$ cat src/rtl/vid_pkg.sv
// Shared VRAM definitions: bus widths and the arbiter state encoding.
package vid_pkg;

   localparam int unsigned VRAM_AW = 24;
   localparam int unsigned VRAM_DW = 8;

   typedef enum logic [1:0] {
      IDLE,
      VID_ACC,
      CPU_ACC,
      DONE
   } arb_state_e;

endpackage

$ cat src/rtl/vram_arbiter.sv
// Two-requester VRAM arbiter: video has priority, bounded by a streak limit so
// a pending CPU access waits for at most MAX_VID_STREAK video fetches.
module vram_arbiter
   import vid_pkg::*;
#(
   parameter int unsigned ACC_CYCLES     = 2,
   parameter int unsigned MAX_VID_STREAK = 2
) (
   input  logic               clk,
   input  logic               rst_n,
   input  logic               vid_req,
   input  logic [VRAM_AW-1:0] vid_addr,
   output logic               vid_ack,
   output logic [VRAM_DW-1:0] vid_data,
   input  logic               cpu_req,
   input  logic               cpu_we,
   input  logic [VRAM_AW-1:0] cpu_addr,
   input  logic [VRAM_DW-1:0] cpu_wdata,
   output logic               cpu_ack,
   output logic [VRAM_DW-1:0] cpu_rdata,
   output logic [VRAM_AW-1:0] mem_addr,
   output logic [VRAM_DW-1:0] mem_wdata,
   output logic               mem_oe,
   output logic               mem_we,
   input  logic [VRAM_DW-1:0] mem_rdata
);

   localparam logic [3:0] ACC_LOAD   = 4'(ACC_CYCLES);
   localparam logic [2:0] STREAK_MAX = 3'(MAX_VID_STREAK);

   arb_state_e         state_q, state_d;
   logic [2:0]         streak_q, streak_d;
   logic [3:0]         cnt_q, cnt_d;
   logic               we_q, we_d;
   logic               vid_ack_q, vid_ack_d;
   logic               cpu_ack_q, cpu_ack_d;
   logic [VRAM_AW-1:0] addr_q, addr_d;
   logic [VRAM_DW-1:0] wdata_q, wdata_d;
   logic [VRAM_DW-1:0] vdata_q, vdata_d;
   logic [VRAM_DW-1:0] cdata_q, cdata_d;
   logic               vid_win, cpu_win, last_cyc;

   assign vid_win  = vid_req && (!cpu_req || (streak_q < STREAK_MAX));
   assign cpu_win  = !vid_win && cpu_req;
   assign last_cyc = (cnt_q == 4'd1);

   always_ff @(posedge clk or negedge rst_n) begin
      if (!rst_n) state_q <= IDLE;
      else        state_q <= state_d;
   end

   always_comb begin
      state_d = state_q;
      case (state_q)
         IDLE: begin
            if (vid_win)      state_d = VID_ACC;
            else if (cpu_win) state_d = CPU_ACC;
         end
         VID_ACC, CPU_ACC: if (last_cyc) state_d = DONE;
         DONE:             state_d = IDLE;
         default:          state_d = IDLE;
      endcase
   end

   always_comb begin
      mem_oe = (state_q == VID_ACC) || ((state_q == CPU_ACC) && !we_q);
      mem_we = (state_q == CPU_ACC) && we_q;
   end

   // Grant registers the winner's request; acks are raised on the last access
   // cycle so they appear exactly during DONE.
   always_comb begin
      streak_d  = streak_q;
      cnt_d     = cnt_q;
      we_d      = we_q;
      addr_d    = addr_q;
      wdata_d   = wdata_q;
      vdata_d   = vdata_q;
      cdata_d   = cdata_q;
      vid_ack_d = 1'b0;
      cpu_ack_d = 1'b0;
      case (state_q)
         IDLE: begin
            if (vid_win) begin
               streak_d = (streak_q < STREAK_MAX) ? streak_q + 3'd1 : STREAK_MAX;
               cnt_d    = ACC_LOAD;
               we_d     = 1'b0;
               addr_d   = vid_addr;
            end else if (cpu_win) begin
               streak_d = '0;
               cnt_d    = ACC_LOAD;
               we_d     = cpu_we;
               addr_d   = cpu_addr;
               wdata_d  = cpu_wdata;
            end
         end
         VID_ACC: begin
            cnt_d = cnt_q - 4'd1;
            if (last_cyc) begin
               vdata_d   = mem_rdata;
               vid_ack_d = 1'b1;
            end
         end
         CPU_ACC: begin
            cnt_d = cnt_q - 4'd1;
            if (last_cyc) begin
               if (!we_q) cdata_d = mem_rdata;
               cpu_ack_d = 1'b1;
            end
         end
         default: ;
      endcase
   end

   always_ff @(posedge clk or negedge rst_n) begin
      if (!rst_n) begin
         streak_q  <= '0;
         cnt_q     <= '0;
         we_q      <= 1'b0;
         vid_ack_q <= 1'b0;
         cpu_ack_q <= 1'b0;
         addr_q    <= '0;
         wdata_q   <= '0;
         vdata_q   <= '0;
         cdata_q   <= '0;
      end else begin
         streak_q  <= streak_d;
         cnt_q     <= cnt_d;
         we_q      <= we_d;
         vid_ack_q <= vid_ack_d;
         cpu_ack_q <= cpu_ack_d;
         addr_q    <= addr_d;
         wdata_q   <= wdata_d;
         vdata_q   <= vdata_d;
         cdata_q   <= cdata_d;
      end
   end

   assign vid_ack   = vid_ack_q;
   assign cpu_ack   = cpu_ack_q;
   assign vid_data  = vdata_q;
   assign cpu_rdata = cdata_q;
   assign mem_addr  = addr_q;
   assign mem_wdata = wdata_q;

endmodule

$ cat config.mk
export PLATFORM = sky130hd
export DESIGN_NAME = vram_arbiter
export DESIGN_NICKNAME = d
export VERILOG_FILES = /design/src/rtl/vid_pkg.sv /design/src/rtl/vram_arbiter.sv
export SDC_FILE = /design/constraint.sdc
export NUM_CORES = 1
export LEC_CHECK = 0
export CORE_ASPECT_RATIO = 0.7
export CORE_MARGIN = 2
export CORE_UTILIZATION = 30
export CTS_BUF_LIST = sky130_fd_sc_hd__clkbuf_4 sky130_fd_sc_hd__clkbuf_8 sky130_fd_sc_hd__clkbuf_16
export DETAILED_ROUTE_END_ITERATION = 8
export PLACE_DENSITY_LB_ADDON = 0.25
export SYNTH_ARGS = -nofsm -noshare
export SYNTH_HDL_FRONTEND = slang
export SYNTH_SLANG_ARGS = --single-unit
$ cat constraint.sdc
create_clock -name clk -period 5 [get_ports clk]
set_input_delay 1 -clock clk [delete_from_list [all_inputs] [get_ports clk]]
set_output_delay 1 -clock clk [all_outputs]
set_load 0.1 [all_outputs]
==> flow_summary.ini, run 1 <==
[run_status]
status = finished clean

[sta]
hold_violations = 0
fin_skew_ps = 6.28
fin_crit_sh = 0.660
tns_ps = 0
tightest_slew_ps = 1050
slew_headroom = 0.295
slew_viol_final = 0
fmax_ghz = 0.303
rsz0062_at_grt = false
fin_crit_ps = 3300
setup_viol = 0
hold_ws_ps = 475

[final_layout]
area_growth_pct = 59.3
n_antenna_cell = 0
drive_above_1_share = 0.134
fin_nets = 430

[detailed_routing]
drt-initial-drc-count = 94
via_per_inst = 4.36
drc = 0
wl_per_cell_microns = 13.1
antenna_left = 0
wirelength_microns = 6330
first_pass_iters = 4
vias = 2107

[clock_tree]
h-tree-depth = 3
numCtsBuffers = 9
clock_path_buffers = 2
clk_latency_ps = 320
clock-sinks = 60
path_clk_slew_ps = 50
post_cts_buffers = 0
tritoncts = built
cts_resized = 0
ctsHoldBuffers = 0
cts_root_buf = clkbuf_16

[synth]
avgSynthCellArea_sq_um = 11.9
yosys.area.top_type = dfrtp_1
post-synth-top-area-fraction = 0.546
ys_warn_count = 0
seq_area_frac_synth = 0.546
syn_inst = 232
synth_nets = 308
ys_types = 31
netlist_area_sq_um = 2750
ys_top_cells_by_area = dfrtp_1 (55%), mux2i_1 (8.7%), mux2_2 (6.6%)
ys_ff_latch = 60

[worst_setup_path]
cp_top_family = buffers and inverters
startpoint_type = flop
critPathKind = reg -> out
cp_data_arrival_time_ps = 2300
reg2reg_to = mem_wdata[2]
critical-path-slowest-cell = clkdlybuf4s50_1
reg2reg_slack_ps = 3080
crit_path_end = mem_we
cpPeakStageDelay_ps = 1120
cp-end-kind = primary output
timing.critical_path.from = state_q[0]
reg2reg_from = state_q[1]
path_cells = inv_1, ha_1, and2_1, clkdlybuf4s50_1
critPathBufInv = 2
path_depth = 4
reg2regPathDepth = 4
crit_fanout = 4
required_ps = 4000

[grt]
grt_max_degree = 61
grt_pass1_vias = 2185
grt_first_pass_wirelength_microns = 10800
grt.overflow.total = 0
gr-usage-all-layers = 0.135
antenna_found_initial = 0

[floorplan]
design.core.area_sq_um = 9000
die_h_microns = 84.1
rows = 29
start_util = 0.306
die-width_microns = 118
dieArea_sq_um = 9960
io_pins = 121

[placement]
gp_congestion = 0.684
dp_hpwl_microns = 4410
io_buffers = 120

[min_path]
min_from = mem_addr[7]
min_path_type = reg -> reg

[job]
maxCapViolCount = 0
[worst min path at each step]
| stage | endpoint | slack [ps] | cells after the start |
|---|---|---|---|
| floorplan | streak_q[0] | 450 | 1 |
| global placement | mem_addr[16] | 460 | 2 |
| detailed placement | mem_addr[19] | 470 | 2 |
| CTS | mem_addr[19] | 480 | 2 |
| global route | mem_addr[21] | 500 | 2 |
| finish | mem_addr[7] | 480 | 2 |
[state kept, by name (all words and copies together) (netlist names)]
signal / cells
vid_ack: 1
we_q: 1
mem_wdata: 8
mem_addr: 24
streak_q: 3
vid_data: 8
cpu_rdata: 8
cpu_ack: 1
state_q: 2
cnt_q: 4
[placed cells by master, fill, tap and decap left out, types with 2 or more instances in the layout]
cell               n
mux2i_1           24
bufinv_16          2
and2_1             3
dfrtp_1           60
nand2b_1           2
a32oi_1            2
nand2_1           32
clkbuf_8           3
clkinv_2           2
a21oi_1            4
mux2_2            16
clkbuf_16          9
clkdlybuf4s50_1  119
ha_1               7
mux2_4             8
o21ai_0           32
nor2_1            10
inv_1              7
[synthesized netlist by cell type]
library cell	instances
mux2_4	8
mux2i_1	24
o21ai_1	1
mux2_2	16
a21o_1	1
nor2_1	10
inv_1	7
nor3_1	1
ha_1	7
nand2_1	32
nand3_2	1
o21a_1	1
buf_4	1
or4_1	1
clkbuf_1	4
buf_6	4
nand2b_1	2
nor3b_4	1
o21ai_0	32
o21ai_2	2
nand2_4	1
nand4b_1	1
o311a_1	1
nand3_1	1
a32oi_1	2
buf_2	1
and4b_1	1
a21oi_1	4
or3b_4	1
and2_1	3
dfrtp_1	60
[metal layers]
metal / vias up / GRT usage / share of wire
met2: 59 / 0.214 / 0.44
met1: 995 / 0.171 / 0.48
li1: 1047 / - / -
met3: 6 / 0.0499 / 0.060
met4: 0 / 0.0519 / 0.015
met5: - / 0 / 0
[final cells by class]
cell class,instances,area (sq um)
Clock inverter,4,70.1
Tap cell,124,155
Clock buffer,12,267
Inverter,7,26.3
Fill cell,861,4620
Sequential cell,60,1500
Timing Repair Buffer,121,1200
Multi-Input combinational cell,155,1160
[worst reg2reg max path: cells and delay by family, from the launching register on]
family	cells	cell delay (ps)
AOI/OAI and AO/OA	1	600
DFF	1	400
adders and majority gates	1	350
muxes	1	350
buffers and inverters	1	110
[cell families after synthesis]
| logic type | Yosys count | synth area share |
|---|---|---|
| AOI/OAI and AO/OA | 44 | 0.0892 |
| DFF | 60 | 0.546 |
| muxes | 48 | 0.197 |
| adders and majority gates | 7 | 0.0318 |
| and+or+nand+nor | 56 | 0.101 |
| buffers and inverters | 17 | 0.0359 |
[metrics by stage]
step | setup slack [ps] | cell area (sq um) | instances | util
2_1_floorplan | 2570 | 2750 | 232 | -
3_3_place_gp | 2040 | 4040 | 467 | 0.449
3_5_place_dp | 2010 | 4040 | 467 | 0.449
4_1_cts | 1680 | 4380 | 483 | 0.487
5_1_grt | 1620 | 4380 | 483 | 0.487
6_report | 1700 | 4380 | 483 | 0.487
Power of run 1 is not shown: default switching activity piles up to over one toggle a cycle in this logic, so the estimate is an artifact.
==> run 2, diff against run 1 <==
- clock period: 5 -> 3 ns (I/O delays scaled with it)
==> run 2 against run 1 <==
Compared with the run above:
- register-to-register slack lost 2000 ps
- global-route usage decreased by 0.26 points
- first-iteration DRC count is 13% lower
- cell count grew 0.21%
- die area unchanged
- routed wire length shrank 3.2%
- final area decreased by 3.5%
- core utilization decreased by 1.7 points
- non-clock buffer count grew 1
==> flow_summary.ini, run 2 (same netlist as run 1, synthesis figures left out) <==
[run_status]
status = finished clean

[detailed_routing]
wirelength_microns = 6130
first_pass_iters = 4
drt-initial-drc-count = 82
antenna_left = 0
drc = 0
vias = 2127
wl_per_cell_microns = 12.7
via_per_inst = 4.39

[worst_setup_path]
cp_top_family = buffers and inverters
path_depth = 4
crit_path_end = mem_we
reg2reg_from = state_q[0]
critPathKind = reg -> out
reg2reg_to = mem_wdata[3]
cp_data_arrival_time_ps = 1470
timing.critical_path.from = state_q[0]
crit_fanout = 4
path_cells = inv_1, ha_1, and2_1, buf_4
cpPeakStageDelay_ps = 390
critical-path-slowest-cell = dfrtp_1
critPathBufInv = 2
cp-end-kind = primary output
reg2reg_slack_ps = 1100
startpoint_type = flop
reg2regPathDepth = 4
required_ps = 2400

[floorplan]
rows = 29
design.core.area_sq_um = 9000
die_h_microns = 84.1
start_util = 0.306
dieArea_sq_um = 9960
die-width_microns = 118
io_pins = 121

[clock_tree]
clock-sinks = 60
ctsHoldBuffers = 0
h-tree-depth = 3
clk_latency_ps = 320
path_clk_slew_ps = 50
tritoncts = built
cts_root_buf = clkbuf_16
cts_resized = 0
clock_path_buffers = 2
numCtsBuffers = 9
post_cts_buffers = 0

[sta]
rsz0062_at_grt = false
fin_crit_sh = 0.692
tightest_slew_ps = 765
layout_setup_ws_ps = 925
fin_skew_ps = 7.24
fin_crit_ps = 2070
slew_viol_final = 0
setup_viol = 0
hold_violations = 0
fmax_ghz = 0.482
slew_headroom = 0.490
tns_ps = 0

[placement]
dp.cells = 468
dp_hpwl_microns = 4450
pre_cts_slack_ps = 614
gp_congestion = 0.694
io_buffers = 120

[grt]
grt_first_pass_wirelength_microns = 10800
gr-usage-all-layers = 0.133
grt_pass1_vias = 2278
grt.overflow.total = 0
antenna_found_initial = 0
grt_max_degree = 61

[final_layout]
layout_common_cells = clkdlybuf4s50_1 (67), dfrtp_1 (60), buf_4 (54)
drive_above_1_share = 0.281
largest_register_ffs = 24
fin_cells = 484
area_growth_pct = 53.8
fin_nets = 431
n_antenna_cell = 0
layout_commonest_cell = clkdlybuf4s50_1
utilization = 0.470

[min_path]
min_path_type = in -> async

[job]
maxCapViolCount = 0
-- run 2: worst min path at each step --
stage	from	end
2_1_floorplan	rst_n	cnt_q[0]
3_3_place_gp	mem_addr[14]	mem_addr[14]
3_5_place_dp	mem_addr[7]	mem_addr[7]
4_1_cts	rst_n	cpu_rdata[3]
5_1_grt	mem_addr[18]	mem_addr[18]
6_report	rst_n	cpu_rdata[3]
-- run 2: final cells by class --
cell class                      instances  area, sq um
Timing Repair Buffer                  122         1080
Multi-Input combinational cell        155         1160
Fill cell                             891         4770
Clock buffer                           12          260
Clock inverter                          4         47.5
Sequential cell                        60         1500
Inverter                                7         26.3
Tap cell                              124          155
-- run 2: layer usage --
layer | track usage | vias up | part of all wire | routed length, microns
met2 | 0.220 | 65 | 0.46 | 2810
met1 | 0.165 | 1009 | 0.47 | 2880
met4 | 0.0422 | 0 | 0.0083 | 51
li1 | - | 1049 | - | -
met3 | 0.0444 | 4 | 0.061 | 376
met5 | 0 | - | 0 | 0
-- run 2: metrics by stage --
stage / cell area [sq um] / hold slack (ps)
global placement: 3920 / 463
finish: 4230 / 437
detailed placement: 3920 / 474
floorplan: 2750 / 304
global route: 4230 / 501
CTS: 4230 / 473
Power of run 2 is left out for the same reason.
